[config.mk]
export PLATFORM = sky130hd
export DESIGN_NAME = alpha_trim_ctrl
export DESIGN_NICKNAME = d
export VERILOG_FILES = /design/src/rtl/alpha_trim_pkg.sv /design/src/rtl/alpha_trim_ctrl.sv
export SDC_FILE = /design/constraint.sdc
export NUM_CORES = 1
export LEC_CHECK = 0
export CAP_MARGIN = 20
export CORE_MARGIN = 2
export CORE_UTILIZATION = 30
export CTS_CLUSTER_DIAMETER = 60
export DETAILED_ROUTE_END_ITERATION = 10
export PLACE_DENSITY = 0.67
export SETUP_SLACK_MARGIN = 0.3
export SLEW_MARGIN = 20
export SYNTH_ARGS = -nofsm -noshare
export SYNTH_HDL_FRONTEND = slang
export SYNTH_SLANG_ARGS = --single-unit
[constraint.sdc]
create_clock -name clk -period 5.4 [get_ports clk]
set_clock_uncertainty 0.15 [all_clocks]
set_input_delay 1.08 -clock clk [delete_from_list [all_inputs] [get_ports clk]]
set_output_delay 1.08 -clock clk [all_outputs]
set_load 0.05 [all_outputs]
[src/rtl/alpha_trim_pkg.sv]
// Shared state encoding and sizing for the alpha-trimmed mean controller.
package alpha_trim_pkg;

   localparam int DN_DEF = 25;
   localparam int DW_DEF = 8;

   typedef enum logic [4:0] {
      ST_IDLE   = 5'b00001,
      ST_LAUNCH = 5'b00010,
      ST_WAIT   = 5'b00100,
      ST_ACCUM  = 5'b01000,
      ST_HOLD   = 5'b10000
   } state_t;

   // Sum of dn pixels of dw bits can never exceed this width.
   function automatic int sum_width(input int dw, input int dn);
      return dw + $clog2(dn);
   endfunction

endpackage

[src/rtl/alpha_trim_ctrl.sv]
// Alpha-trimmed mean controller: latches a window, launches an external sorter,
// then sums the pixels whose sorted rank lies inside [trim, DN-1-trim].
module alpha_trim_ctrl
   import alpha_trim_pkg::*;
#(
   parameter int DN          = DN_DEF,
   parameter int DW          = DW_DEF,
   parameter int DW_sequence = $clog2(DN),
   parameter int TIMEOUT     = 15
) (
   input  logic                          clk,
   input  logic                          rst_n,
   input  logic                          win_valid,
   output logic                          win_ready,
   input  logic [DW*DN-1:0]              win_data,
   input  logic [DW_sequence-1:0]        trim,
   output logic                          sort_sig,
   output logic [DW*DN-1:0]              sort_data,
   input  logic                          sort_finish,
   input  logic [DW_sequence*DN-1:0]     sequence_sorted,
   output logic                          out_valid,
   input  logic                          out_ready,
   output logic [sum_width(DW, DN)-1:0]  out_sum,
   output logic [DW_sequence:0]          out_cnt,
   output logic                          out_err
);

   localparam int SW  = sum_width(DW, DN);
   localparam int WCW = $clog2(TIMEOUT + 1);
   localparam logic [DW_sequence:0]   DN_X      = (DW_sequence + 1)'(DN);
   localparam logic [DW_sequence-1:0] RANK_MAX  = DW_sequence'(DN - 1);
   localparam logic [DW_sequence-1:0] TRIM_MAX  = DW_sequence'((DN - 1) / 2);
   localparam logic [WCW-1:0]         WAIT_LAST = WCW'(TIMEOUT - 1);

   state_t state, state_nxt;
   logic   alive;

   logic [DN-1:0][DW-1:0]          pix_q;
   logic [DN-1:0][DW_sequence-1:0] seq_q;
   logic [DW_sequence-1:0]         trim_q, trim_eff, rank, rank_last, idx;
   logic [WCW-1:0]                 wait_cnt;
   logic [SW-1:0]                  acc;
   logic [DW_sequence:0]           cnt;
   logic                           err, accept, idx_ok;
   logic [DW-1:0]                  pix_sel;

   assign accept    = win_valid && win_ready;
   assign trim_eff  = (({1'b0, trim} << 1) < DN_X) ? trim : TRIM_MAX;
   assign rank_last = RANK_MAX - trim_q;
   assign idx       = seq_q[rank];
   // A sorter index outside the window contributes nothing.
   assign idx_ok    = {1'b0, idx} < DN_X;
   assign pix_sel   = idx_ok ? pix_q[idx] : '0;

   assign sort_data = pix_q;
   assign out_sum   = acc;
   assign out_cnt   = cnt;
   assign out_err   = err;

   // alive keeps win_ready low while reset is held and for the release cycle.
   always_ff @(posedge clk or negedge rst_n) begin
      if (!rst_n) begin
         state <= ST_IDLE;
         alive <= 1'b0;
      end else begin
         state <= state_nxt;
         alive <= 1'b1;
      end
   end

   always_comb begin
      state_nxt = state;
      win_ready = 1'b0;
      sort_sig  = 1'b0;
      out_valid = 1'b0;
      case (state)
         ST_IDLE: begin
            win_ready = alive;
            if (win_valid && alive) state_nxt = ST_LAUNCH;
         end
         ST_LAUNCH: begin
            sort_sig  = 1'b1;
            state_nxt = ST_WAIT;
         end
         ST_WAIT: begin
            if (sort_finish)                state_nxt = ST_ACCUM;
            else if (wait_cnt == WAIT_LAST) state_nxt = ST_HOLD;
         end
         ST_ACCUM: begin
            if (rank == rank_last) state_nxt = ST_HOLD;
         end
         ST_HOLD: begin
            out_valid = 1'b1;
            if (out_ready) state_nxt = ST_IDLE;
         end
         default: state_nxt = ST_IDLE;
      endcase
   end

   always_ff @(posedge clk or negedge rst_n) begin
      if (!rst_n) begin
         pix_q    <= '0;
         seq_q    <= '0;
         trim_q   <= '0;
         rank     <= '0;
         wait_cnt <= '0;
         acc      <= '0;
         cnt      <= '0;
         err      <= 1'b0;
      end else begin
         case (state)
            ST_IDLE: begin
               if (accept) begin
                  pix_q    <= win_data;
                  trim_q   <= trim_eff;
                  wait_cnt <= '0;
                  acc      <= '0;
                  cnt      <= '0;
                  err      <= 1'b0;
               end
            end
            ST_WAIT: begin
               if (sort_finish) begin
                  seq_q <= sequence_sorted;
                  rank  <= trim_q;
               end else if (wait_cnt == WAIT_LAST) begin
                  err <= 1'b1;
               end else begin
                  wait_cnt <= wait_cnt + WCW'(1);
               end
            end
            ST_ACCUM: begin
               if (idx_ok) begin
                  acc <= acc + SW'(pix_sel);
                  cnt <= cnt + (DW_sequence + 1)'(1);
               end
               rank <= rank + DW_sequence'(1);
            end
            default: ;
         endcase
      end
   end

endmodule
### Yosys cells after proc, flatten, opt, wreduce, memory -nomap -nowiden

Index checks and enable logic that the tools add are counted.

| storage, ports and cells | value |
|---|---|
| output and inout bits | 223 |
| ROM bits | 0 |
| bits of input ports | 335 |
| bits in writable memories | 0 |
| memories | 0 |
| flip-flop bits (word level) | 365 |
| logic and storage cells | 127 |
| latch bits | 0 |

| cells by class | value |
|---|---|
| shift operators | 0 |
| bitwise logic cells | 0 |
| reductions and logical operators | 12 |
| equality and inequality tests | 17 |
| magnitude comparators | 4 |
| add/sub/neg operators | 5 |
| muxes and demuxes | 31 |
| divide/modulo/power cells | 0 |
| multipliers | 0 |

Operators by type and width:

| cell | count |
|---|---|
| $bmux W8 S5 | 1 |
| $mux W5 | 8 |
| $mux W13 | 2 |
| $pmux W13 S2 | 1 |
| $bmux W5 S5 | 1 |
| $pmux W5 S5 | 1 |
| $ne A2 B2 Y1 const B | 9 |
| $mux W8 | 2 |
| $add A13 B8 Y13 | 1 |
| $lt A5 B6 Y1 const B | 2 |
| $mux W4 | 3 |
| $mux W6 | 2 |
| $pmux W6 S2 | 1 |
| $reduce_and A4 Y1 | 3 |
| $pmux W5 S2 | 1 |
| $pmux W4 S2 | 1 |
| $add A6 B1 Y6 const B | 1 |
| $lt A6 B5 Y1 const B | 1 |
| $mux W1 | 6 |
| $reduce_and A2 Y1 | 3 |
| $reduce_bool A2 Y1 | 3 |
| $add A5 B1 Y5 const B | 1 |
| $eq A5 B1 Y1 const B | 1 |
| $eq A5 B2 Y1 const B | 1 |
| other kinds (12) | 13 |

### Longest topological paths before layout

Gate-level depths: netlist of the first run.

| logic depth | value |
|---|---|
| depth after elaboration | 8 |
| gate-level depth with buffers | 24 |
| depth with buffers taken out | 18 |

### Worst setup path before layout of the first run

Ideal clock, no wire load.

| timing | value |
|---|---|
| kind | flip-flop to flip-flop |
| start point | reg rank[0] |
| end point | reg acc[12] (netlist: out_sum[12]) |
| data required time | 5.118 ns |
| path buffers | 6 |
| slack | 0.835 ns |
| arrival time | 4.284 ns |
| stages on the path, launching flop included | 23 |
| cells stage by stage | dfrtp_1 > buf_6 > buf_6 > mux4_2 > a22oi_2 > o2111ai_1 > buf_6 > buf_12 > buf_6 > clkbuf_1 > and2_1 > a221oi_1 > nand2_1 > ha_1 > fa_1 > a21o_1 > a21oi_1 > o21bai_1 > a21oi_1 > o21ai_0 > nand4_1 > xor2_1 > nor2_1 |

| between the ends | value |
|---|---|
| cells in the longest elaborated chain, start to end | 8 |
| elaborated cells on any way between the ends | 11 |

Ends and longest elaborated chain:

| item | line | RTL |
|---|---|---|
| from (decl) | alpha_trim_ctrl.sv:40 | `logic [DW_sequence-1:0] trim_q, trim_eff, rank, rank_last, idx;` |
| from (signal assigned) | alpha_trim_ctrl.sv:125 | `rank <= trim_q;` |
| from (signal assigned) | alpha_trim_ctrl.sv:137 | `rank <= rank + DW_sequence'(1);` |
| $bmux W5 S5 * | alpha_trim_ctrl.sv:50 | `assign idx = seq_q[rank];` |
| $mux W5 (not written as such) * | alpha_trim_ctrl.sv:50 |  |
| $bmux W8 S5 | alpha_trim_ctrl.sv:53 | `assign pix_sel = idx_ok ? pix_q[idx] : '0;` |
| $mux W8 (not written as such) | alpha_trim_ctrl.sv:53 |  |
| $mux W8 | alpha_trim_ctrl.sv:53 |  |
| $add A13 B8 Y13 | alpha_trim_ctrl.sv:134 | `acc <= acc + SW'(pix_sel);` |
| $mux W13 | alpha_trim_ctrl.sv:133 | `if (idx_ok) begin` |
| $pmux W13 S2 | alpha_trim_ctrl.sv:111 | `case (state)` |
| to (signal assigned) | alpha_trim_ctrl.sv:134 |  |
| to (decl) | alpha_trim_ctrl.sv:42 | `logic [SW-1:0] acc;` |

Mark *: on every way between the ends. The rest lies on a longest branch, timed or not. The select of a mux whose other input is x is not followed.
A chain may end at the register's enable or synchronous reset.

### Worst setup path in the final report of the first run

| timing | value |
|---|---|
| start point | reg rank[0] |
| end point | reg acc[11] (netlist: out_sum[11]) |

The elaborated chain is that of the path after synthesis.

==> results of run 1 <==
-- logic make-up after synthesis --
logic type,after synthesis
AND/OR/NAND/NOR,1210
flip-flops,365
buffers and inverters,127
AO/OA/AOI/OAI,126
multiplexers,107
XOR/XNOR,18
adder cells (fa/ha/maj),14
other,1
-- through the flow --
stage	cell area, um^2	power [mW]
after CTS	25430	11.53
after global placement	23730	8.166
after detailed placement	23730	8.215
final	25680	11.56
after floorplan	17330	6.294
after global routing	25680	12.03
-- layout by cell type, fill, tap and decap left out, types with 21 or more instances in the layout --
master | netlist | layout
a21oi_1 | 30 | 27
buf_4 | 7 | 42
clkbuf_16 | 0 | 49
clkdlybuf4s50_1 | 0 | 556
dfrtp_1 | 364 | 363
mux2i_1 | 63 | 60
mux4_2 | 31 | 32
nand2_1 | 1045 | 1043
nand3_1 | 22 | 21
nor2_1 | 63 | 61
-- layer usage --
| layer | track usage [%] | vias to the layer above | share of wire (%) |
|---|---|---|---|
| met3 | 4.906 | 125 | 6.9 |
| met2 | 40.52 | 692 | 50 |
| met1 | 28.48 | 8029 | 40 |
| met4 | 8.303 | 10 | 3.2 |
| met5 | 0 | - | 0.084 |
| li1 | - | 7504 | - |
-- power groups by stage --
stage          Combinational (mW)  Clock (mW)  Sequential, mW
2_1_floorplan                1.43           0            4.87
3_3_place_gp                 4.30           0            3.86
3_5_place_dp                 4.35           0            3.86
4_1_cts                      4.43        3.28            3.82
5_1_grt                      4.79        3.38            3.87
6_report                     4.53        3.22            3.82
-- cells in the mapped netlist (3+ instances only) --
cell type,number
xnor2_1,8
or4_1,4
a221oi_1,3
a21oi_1,30
and3_1,5
a22oi_1,3
mux2_2,6
dfrtp_1,364
inv_1,11
nand4b_1,4
nor2_1,63
ha_1,13
xor2_1,10
clkbuf_1,78
o32ai_1,5
nand2_1,1045
o21ai_0,18
a32oi_1,7
buf_4,7
nor3b_1,3
o211ai_1,6
buf_6,5
nand3_1,22
or3_1,6
buf_2,14
mux2i_1,63
buf_1,9
a21o_1,5
nand4_1,10
nand2b_1,4
nor3_1,11
nor2b_1,12
nor4_2,3
nand3b_1,4
and2_1,6
o22ai_1,16
mux4_2,31
mux4_1,7
o31ai_1,6
a31oi_1,7
-- sequential cells by signal (all words and copies together), names as in the netlist --
| register | flops |
|---|---|
| alive | 1 |
| out_cnt | 6 |
| out_err | 1 |
| out_sum | 13 |
| rank | 5 |
| seq_q | 125 |
| sort_data | 200 |
| state | 5 |
| trim_q | 5 |
| wait_cnt | 4 |
-- worst paths after layout --
check                           startpoint  slack [ns]       endpoint  cells after the start
worst min register to register   seq_q[74]        0.32      seq_q[74]                      2
max in group asynchronous            rst_n        3.62      seq_q[28]                      2
min in group asynchronous            rst_n        0.40  sort_data[54]                      1
worst max register to register     rank[0]        0.49    out_sum[11]                     19
worst min-delay path             seq_q[74]        0.32      seq_q[74]                      2
worst max-delay path               rank[0]        0.49    out_sum[11]                     19
-- layout make-up --
type                    instances  share of cell area (%)
diodes                          4                 0.03898
clock buffers                  59                   4.911
clock inverters                24                   1.267
inverters                      12                  0.2046
multi-input cells            1477                   30.30
flip-flops and latches        365                   35.58
well taps                     765                   3.727
repair buffers                612                   23.98
-- repair_timing --
action / in CTS / in global routing
resized for setup: 9 / 21
pin swaps: 5 / 14
gates cloned: 2 / 2
setup endpoints to repair: 7 / 7
buffers inserted: 4 / 13
-- worst max-delay path, cell delays in order (launching register included) --
cell and delay, ns:
dfrtp_2 0.47, bufbuf_16 0.33, nor4b_4 0.28, buf_4 0.19, nand2_1 0.06, o211ai_1 0.31
nand2_4 0.25, buf_4 0.24, buf_4 0.20, mux4_2 0.33, nor2b_1 0.16, nor4_2 0.46
nand2_1 0.16, ha_1 0.36, o21a_1 0.15, a21oi_1 0.08, o21ai_1 0.20, nand4_1 0.13
xor2_1 0.18, nor2_1 0.06
==> summary.txt, run 1 <==
Outcome
  – Status: finished clean

STA
  – Fmax: 203.7 MHz
  – Worst Tran Pin Value: 1.248 ns
  – Fin. max-slew vios: 0
  – Relative slew slack: 16.80%
  – Total Neg Setup Slack: 0 ns
  – Hold slack: 0.3210 ns
  – Post-layout min period: 4.910 ns
  – Final cycle utilization of the critical path: 90.93%
  – Setup ws final: 0.4897 ns
  – Final Hold Fails: 0
  – Setup Viol. Count Final: 0
  – Unrepaired setup endpoints after global routing: true

Synthesis
  – Sequential share of the synthesized area: 52.71%
  – XOR/XNOR share of the synthesized area: 0.9097%
  – Compound-Gate Fraction of Synth Area: 4.917%
  – Number of flops mapped to enable cells by yosys: 0
  – Simple-Gate Fraction of Synth Area: 27.86%
  – Mux share of post-synthesis cell area: 9.119%
  – Avg Cell Area, Syn: 8.805 um^2
  – Cell variety after synth: 69
  – Syn_nets: 2317
  – Top_reg_cell synth: dfrtp_1
  – Largest family of logic cells by synthesized area: simple AND/OR/NAND/NOR gates
  – Synth warnings: 0
  – Post-Synth Adder-Cell Area: 1.054%
  – Synth Instances: 1968
  – #FFs+latches synth: 365
  – Synth area leaders: dfrtp_1 53%, nand2_1 23%, mux4_2 4.0%, mux2i_1 3.6%, clkbuf_1 1.7%
  – Ys async rst share: 100.0%
  – Synth area leader: dfrtp_1
  – Mapped Area: 17330 um^2
  – Post-synth top area share: 52.56%

Pwr
  – Max VDD drop: 0.0003066 V
  – NetSw: 4.691 mW
  – Logic pwr share: 39.1%
  – Int Power: 6.873 mW
  – Pleak: 12.30 nW
  – Sw Share: 40.57%
  – Clock power share: 27.8%
  – PwrDens: 450.3 nW/um^2
  – Sequential Power Share: 33.0%

Clocking
  – CTS root buf: clkbuf_16
  – CTS buffer count: 46
  – Clk Latency, worst-skew pair: 0.57 ns
  – TritonCTS clock tree: done
  – Clock buffer depth: 3
  – CTS Hold Buffers Added: 0
  – H-tree Lvls: 2
  – Clock transition at path regs: 0.06 ns
  – Sink Count: 365

Die
  – Core area: 57370 um^2
  – Std-Cell Rows: 88
  – Io pins: 558
  – Die X: 244.3 um
  – Die Ht: 244.3 um
  – Initial core utilization: 30.21%
  – Die area: 59700 um^2

Placement
  – Gp weighted congestion: 0.9414
  – Final HPWL from detailed placement: 54.24 mm
  – Post-Place Cells: 3210
  – Placement Setup Slack: -0.01638 ns
  – I/O Buffers: 557

Detailed routing
  – Initial drt markers: 1270
  – Final wirelength: 71.72 mm
  – First-pass DRT Iterations: 5
  – Via/cell ratio: 4.931
  – Total number of vias: 16360
  – Post-route ant nets: 0
  – Routed WL per cell: 21.62 um
  – DRC viols: 0

Worst setup path
  – Worst Path Required: 5.68 ns
  – Setup Crit Path Kind: reg -> reg
  – CP max FO: 18
  – Arrival time at the worst endpoint: 5.19 ns
  – Worst Setup Start Kind: flip-flop
  – Critical path capture point type: flip-flop

GRT
  – Largest net degree at the start of global routing: 214
  – First-pass GRT wire length: 104.6 mm
  – Grt ovf: 0
  – Vias in the first global route: 16340
  – Initial antenna violation count: 13
  – Overall routing resource usage: 23.30%

Hold path
  – Min-Delay Path Class: reg -> reg

Run
  – Maxcap violations: 0

Cells and area
  – Post-layout util: 44.77%
  – # nets final: 2863
  – Non-Filler Instances: 3318
  – Multi-input gate area: 7781 um^2
  – # fillers: 5479
  – Synth-to-layout area growth: 48.20%
  – Reg area: 9136 um^2
  – Layout cells sized above 1: 8.395%
Note: power is estimated with default switching activity, not from simulation.
==> inputs of run 2 (changes only) <==
Clock period 5.4 ns to 5.2 ns, I/O delays scaled along.
==> summary.txt, run 2 (synthesis gave the netlist of run 1 again) <==
STA
  – Fmax: 208.5 MHz
  – Setup Viol. Count Final: 0
  – Fin. max-slew vios: 0
  – Final Hold Fails: 0
  – Post-layout min period: 4.797 ns
  – Final cycle utilization of the critical path: 92.25%
  – Relative slew slack: 18.92%
  – Worst Tran Pin Value: 1.216 ns
  – Total Neg Setup Slack: 0 ns
  – Unrepaired setup endpoints after global routing: true

Detailed routing
  – DRC viols: 0
  – Routed WL per cell: 21.84 um
  – Post-route ant nets: 0
  – Top sig layer: met5
  – Total number of vias: 16485
  – Routed length on met2: 36.92 mm
  – Via/cell ratio: 4.925
  – Total length of routed met3 wires: 5.288 mm
  – Initial drt markers: 1417
  – Final wirelength: 73.09 mm
  – M1 WL: 28.33 mm
  – First-pass DRT Iterations: 7

Clocking
  – TritonCTS clock tree: done
  – Clk Latency, worst-skew pair: 0.57 ns
  – H-tree Lvls: 2
  – CTS buffer count: 46
  – CTS Hold Buffers Added: 0
  – Sink Count: 365
  – Clock buffer depth: 3
  – Clock transition at path regs: 0.06 ns
  – CTS root buf: clkbuf_16

Pwr
  – Clock power share: 25.9%
  – Pleak: 12.45 nW
  – Int Power: 7.185 mW
  – Logic pwr share: 41.1%
  – NetSw: 4.934 mW
  – Sequential Power Share: 33.0%
  – Sw Share: 40.71%
  – Tot Pwr: 12.12 mW
  – PwrDens: 464.5 nW/um^2
  – Max VDD drop: 0.0002994 V

Placement
  – Cell Area, Placed: 23830 um^2
  – Final HPWL from detailed placement: 54.95 mm
  – Gp weighted congestion: 0.9185
  – I/O Buffers: 557
  – Post-Place Cells: 3219

Die
  – Die Ht: 244.3 um
  – Core area: 57370 um^2
  – Io pins: 558
  – Die area: 59700 um^2
  – Initial core utilization: 30.21%
  – Die X: 244.3 um
  – Std-Cell Rows: 88

Worst setup path
  – Critical path capture point type: flip-flop
  – CP top delay family: simple AND/OR/NAND/NOR gates
  – CP max FO: 7
  – CP Cell Sequence: buf_12 -> mux4_2 -> a22oi_2 -> o2111ai_4 -> buf_12 -> buf_6 -> mux4_2 -> nor2b_4 -> nor4_4 -> nand2_2 -> ha_4 -> a21o_1 -> a21oi_2 -> o21bai_1 -> a21oi_2 -> o21ai_2 -> nand3_2 -> or4_1 -> nand2_1
  – Number of buffer and inverter stages on the critical path: 3
  – Worst Path Required: 5.55 ns
  – Arrival time at the worst endpoint: 5.15 ns
  – Setup Crit Path Kind: reg -> reg
  – CP max stage cell: mux4_2
  – CP peak stage delay: 0.51 ns
  – Worst Setup Start Kind: flip-flop

Cells and area
  – Most common cell after layout, fill and taps aside: nand2_1
  – Final instance area: 26090 um^2
  – Non-Filler Instances: 3347
  – Commonest cells after routing, fill and taps aside: 1041 x nand2_1, 556 x clkdlybuf4s50_1, 361 x dfrtp_1
  – Synth-to-layout area growth: 50.56%
  – # fillers: 5450
  – Largest register FFs: 200
  – # nets final: 2893
  – Post-layout util: 45.48%
  – Layout cells sized above 1: 10.36%

GRT
  – Grt ovf: 0
  – Largest net degree at the start of global routing: 214
  – Overall routing resource usage: 23.63%
  – Vias in the first global route: 16519
  – Initial antenna violation count: 12
  – First-pass GRT wire length: 105.9 mm

Outcome
  – Status: finished clean

Hold path
  – Min-Delay Path Class: reg -> reg

Run
  – Maxcap violations: 0
==> run 2: worst reg2reg max path, stage by stage (launching register included) <==
cell and delay (ns):
dfrtp_2 0.47, buf_12 0.16, mux4_2 0.52, a22oi_2 0.29, o2111ai_4 0.21, buf_12 0.19
buf_6 0.14, mux4_2 0.46, nor2b_4 0.16, nor4_4 0.34, nand2_2 0.11, ha_4 0.29
a21o_1 0.12, a21oi_2 0.06, o21bai_1 0.18, a21oi_2 0.10, o21ai_2 0.21, nand3_2 0.10
or4_1 0.40, nand2_1 0.09
==> run 2: layout make-up <==
cell class / instances / area [um^2] / share of cell area, %
tap: 765 / 957.2 / 3.669
clock inverter: 15 / 157.7 / 0.6042
antenna: 6 / 15.01 / 0.05755
sequential: 365 / 9139 / 35.03
timing repair buffer: 643 / 6505 / 24.93
clock buffer: 65 / 1324 / 5.074
inverter: 12 / 52.55 / 0.2014
multi-input combinational: 1476 / 7941 / 30.44
==> run 2: repair_timing <==
item | in CTS | in global routing
resized for setup | 19 | 64
buffers inserted | 10 | 26
hold endpoints to repair | 0 | 0
cloned | 3 | 3
setup endpoints to repair | 5 | 7
pin swaps | 8 | 37
==> run 2: path summary, 6_finish.rpt <==
kind / slack, ns / depth (start not counted) / from / end
hold / removal: 0.32 / 2 / seq_q[52] / seq_q[52]
max in group asynchronous: 3.36 / 2 / rst_n / rank[1]
min in group asynchronous: 0.38 / 1 / rst_n / sort_data[142]
setup reg to reg: 0.40 / 19 / rank[0] / out_sum[10]
hold reg to reg: 0.32 / 2 / seq_q[52] / seq_q[52]
setup / recovery: 0.40 / 19 / rank[0] / out_sum[10]
==> run 2: power groups by stage <==
stage | registers (mW) | clock network [mW] | logic, mW
6_report | 4.00 | 3.13 | 4.98
5_1_grt | 4.04 | 3.31 | 5.26
4_1_cts | 3.99 | 3.21 | 4.68
3_5_place_dp | 4.03 | 0 | 4.55
3_3_place_gp | 4.04 | 0 | 4.49
2_1_floorplan | 5.05 | 0 | 1.48
==> run 2: through the flow <==
stage	hold WS [ns]	worst slack [ns]
after floorplan	0.2873	0.6347
after global placement	0.3021	0.09219
after detailed placement	0.3107	0.04238
after CTS	0.3246	0.3083
after global routing	0.3435	0.2325
final	0.3238	0.4029
==> run 2: metal layers <==
metal | vias up | track usage (%)
met5 | - | 0
li1 | 7541 | -
met1 | 8089 | 28.14
met4 | 8 | 8.214
met3 | 137 | 5.498
met2 | 710 | 41.67
==> inputs of run 3 (changes only) <==
Settings changed: CORE_MARGIN 2 to unset, CTS_CLUSTER_DIAMETER 60 to 40.
==> summary.txt, run 3 (synthesis gave the netlist of run 1 again) <==
Pwr
  – Sw Share: 39.61%
  – PwrDens: 495.2 nW/um^2
  – Tot Pwr: 13.23 mW
  – Int Power: 7.990 mW
  – Pleak: 12.77 nW
  – Max VDD drop: 0.0002956 V
  – Clock power share: 33.2%
  – Logic pwr share: 36.8%
  – NetSw: 5.240 mW
  – Sequential Power Share: 29.9%

Die
  – Die area: 58730 um^2
  – Std-Cell Rows: 87
  – Io pins: 558
  – Initial core utilization: 30.56%
  – Die Ht: 242.3 um
  – Core area: 56710 um^2
  – Die X: 242.3 um

Detailed routing
  – Initial drt markers: 1235
  – First-pass DRT Iterations: 5
  – Via/cell ratio: 4.950
  – Post-route ant nets: 0
  – Routed WL per cell: 21.51 um
  – Total number of vias: 16698
  – DRC viols: 0
  – Final wirelength: 72.56 mm

STA
  – Relative slew slack: 16.97%
  – Fmax: 203.9 MHz
  – Fin. max-slew vios: 0
  – Worst Tran Pin Value: 1.245 ns
  – Post-layout min period: 4.904 ns
  – Final Hold Fails: 0
  – Unrepaired setup endpoints after global routing: true
  – Hold slack: 0.3217 ns
  – Setup Viol. Count Final: 0
  – Final cycle utilization of the critical path: 94.30%
  – Total Neg Setup Slack: 0 ns

GRT
  – Initial antenna violation count: 14
  – Vias in the first global route: 16777
  – First-pass GRT wire length: 107.1 mm
  – Largest net degree at the start of global routing: 214
  – Grt ovf: 0
  – Overall routing resource usage: 24.24%

Hold path
  – WHS Endpoint: seq_q[19]
  – Hold_sp: seq_q[19]
  – Min-Delay Path Class: reg -> reg
  – Hold Path Stages: 2

Worst setup path
  – R2R Setup Slk: 0.30 ns
  – Worst R2R Start: rank[0]
  – Reg2Reg Depth: 21
  – Critical path capture point type: flip-flop
  – CP max FO: 14
  – Worst Path Required: 5.57 ns
  – Arrival time at the worst endpoint: 5.27 ns
  – Worst Setup Start Kind: flip-flop
  – Setup Crit Path Kind: reg -> reg
  – Reg-to-reg endpoint: out_sum[10]
  – Crit path launch: rank[0]

Cells and area
  – Largest register FFs: 200
  – Multi-input gate area: 7841 um^2
  – Reg area: 9138 um^2
  – # nets final: 2903
  – Post-layout util: 47.10%
  – Most common cell after layout, fill and taps aside: nand2_1
  – Layout cells sized above 1: 11.05%
  – # fillers: 5198
  – Commonest cells after routing, fill and taps aside: 1043 x nand2_1, 556 x clkdlybuf4s50_1, 362 x dfrtp_1
  – Synth-to-layout area growth: 54.15%

Placement
  – Gp weighted congestion: 0.9471
  – I/O Buffers: 557
  – Final HPWL from detailed placement: 54.80 mm

Clocking
  – TritonCTS clock tree: done
  – Clock transition at path regs: 0.05 ns
  – Sink Count: 365
  – CTS root buf: clkbuf_16
  – CTS Hold Buffers Added: 0
  – CTS buffer count: 66
  – H-tree Lvls: 3
  – Clock buffer depth: 3
  – Clk Latency, worst-skew pair: 0.60 ns

Run
  – Maxcap violations: 0

Outcome
  – Status: finished clean
-- run 3: worst max path at each step --
| stage | to | slack [ns] | depth (start not counted) |
|---|---|---|---|
| 6_report | out_sum[10] | 0.30 | 21 |
| 5_1_grt | out_sum[10] | 0.17 | 22 |
| 3_5_place_dp | out_sum[10] | 0.01 | 20 |
| 3_3_place_gp | out_sum[10] | 0.09 | 20 |
| 2_1_floorplan | out_sum[12] | 0.63 | 22 |
| 4_1_cts | out_sum[8] | 0.29 | 19 |
-- run 3: power groups by stage --
stage | Clock (mW) | Sequential (mW) | Combinational, mW
2_1_floorplan | 0 | 5.05 | 1.48
3_3_place_gp | 0 | 3.99 | 4.58
3_5_place_dp | 0 | 4.00 | 4.63
4_1_cts | 4.46 | 3.95 | 4.78
5_1_grt | 4.61 | 4.00 | 5.14
6_report | 4.40 | 3.96 | 4.87
-- run 3: layer usage --
metal  GRT usage [%]  wire, um
met1           28.78     28180
met2           41.26     35930
met3           5.184      5210
met4           12.29      3198
met5               0        41
-- run 3: worst max-delay path, stage by stage, from the launching register on --
cell	delay, ns
dfrtp_2	0.48
buf_12	0.15
buf_6	0.13
mux4_2	0.50
mux2i_1	0.18
o211ai_1	0.20
nand2_4	0.15
buf_12	0.17
buf_8	0.16
mux4_2	0.33
nor2b_1	0.18
nor4_4	0.30
nand2_1	0.16
ha_4	0.30
a21o_1	0.12
a21oi_2	0.06
o21bai_1	0.18
a21oi_2	0.10
o21ai_2	0.18
nand3_1	0.12
or4_1	0.43
nand2_1	0.08
-- run 3: stage by stage --
step                      cells  instance area (um^2)  setup WS [ns]
final                      3373                 26710         0.2963
after global routing       3372                 26710         0.1728
after CTS                  3355                 26490         0.2911
after detailed placement   3219                 23920        0.01412
after global placement     3219                 23920        0.09311
after floorplan            1968                 17330         0.6347
-- run 3: layout make-up --
cell class / count / share of cell area, %
antenna: 10 / 0.09368
clock buffer: 76 / 6.670
clock inverter: 45 / 1.878
inverter: 12 / 0.1967
multi-input combinational: 1476 / 29.35
sequential: 365 / 34.21
tap: 756 / 3.541
timing repair buffer: 633 / 24.06
-- run 3: what timing repair did --
item,in CTS,in global routing
hold endpoints to repair,0,0
endpoints found under the setup margin,6,7
pin swaps,12,24
resized for setup,22,28
setup buffers,12,7
cloned,3,1
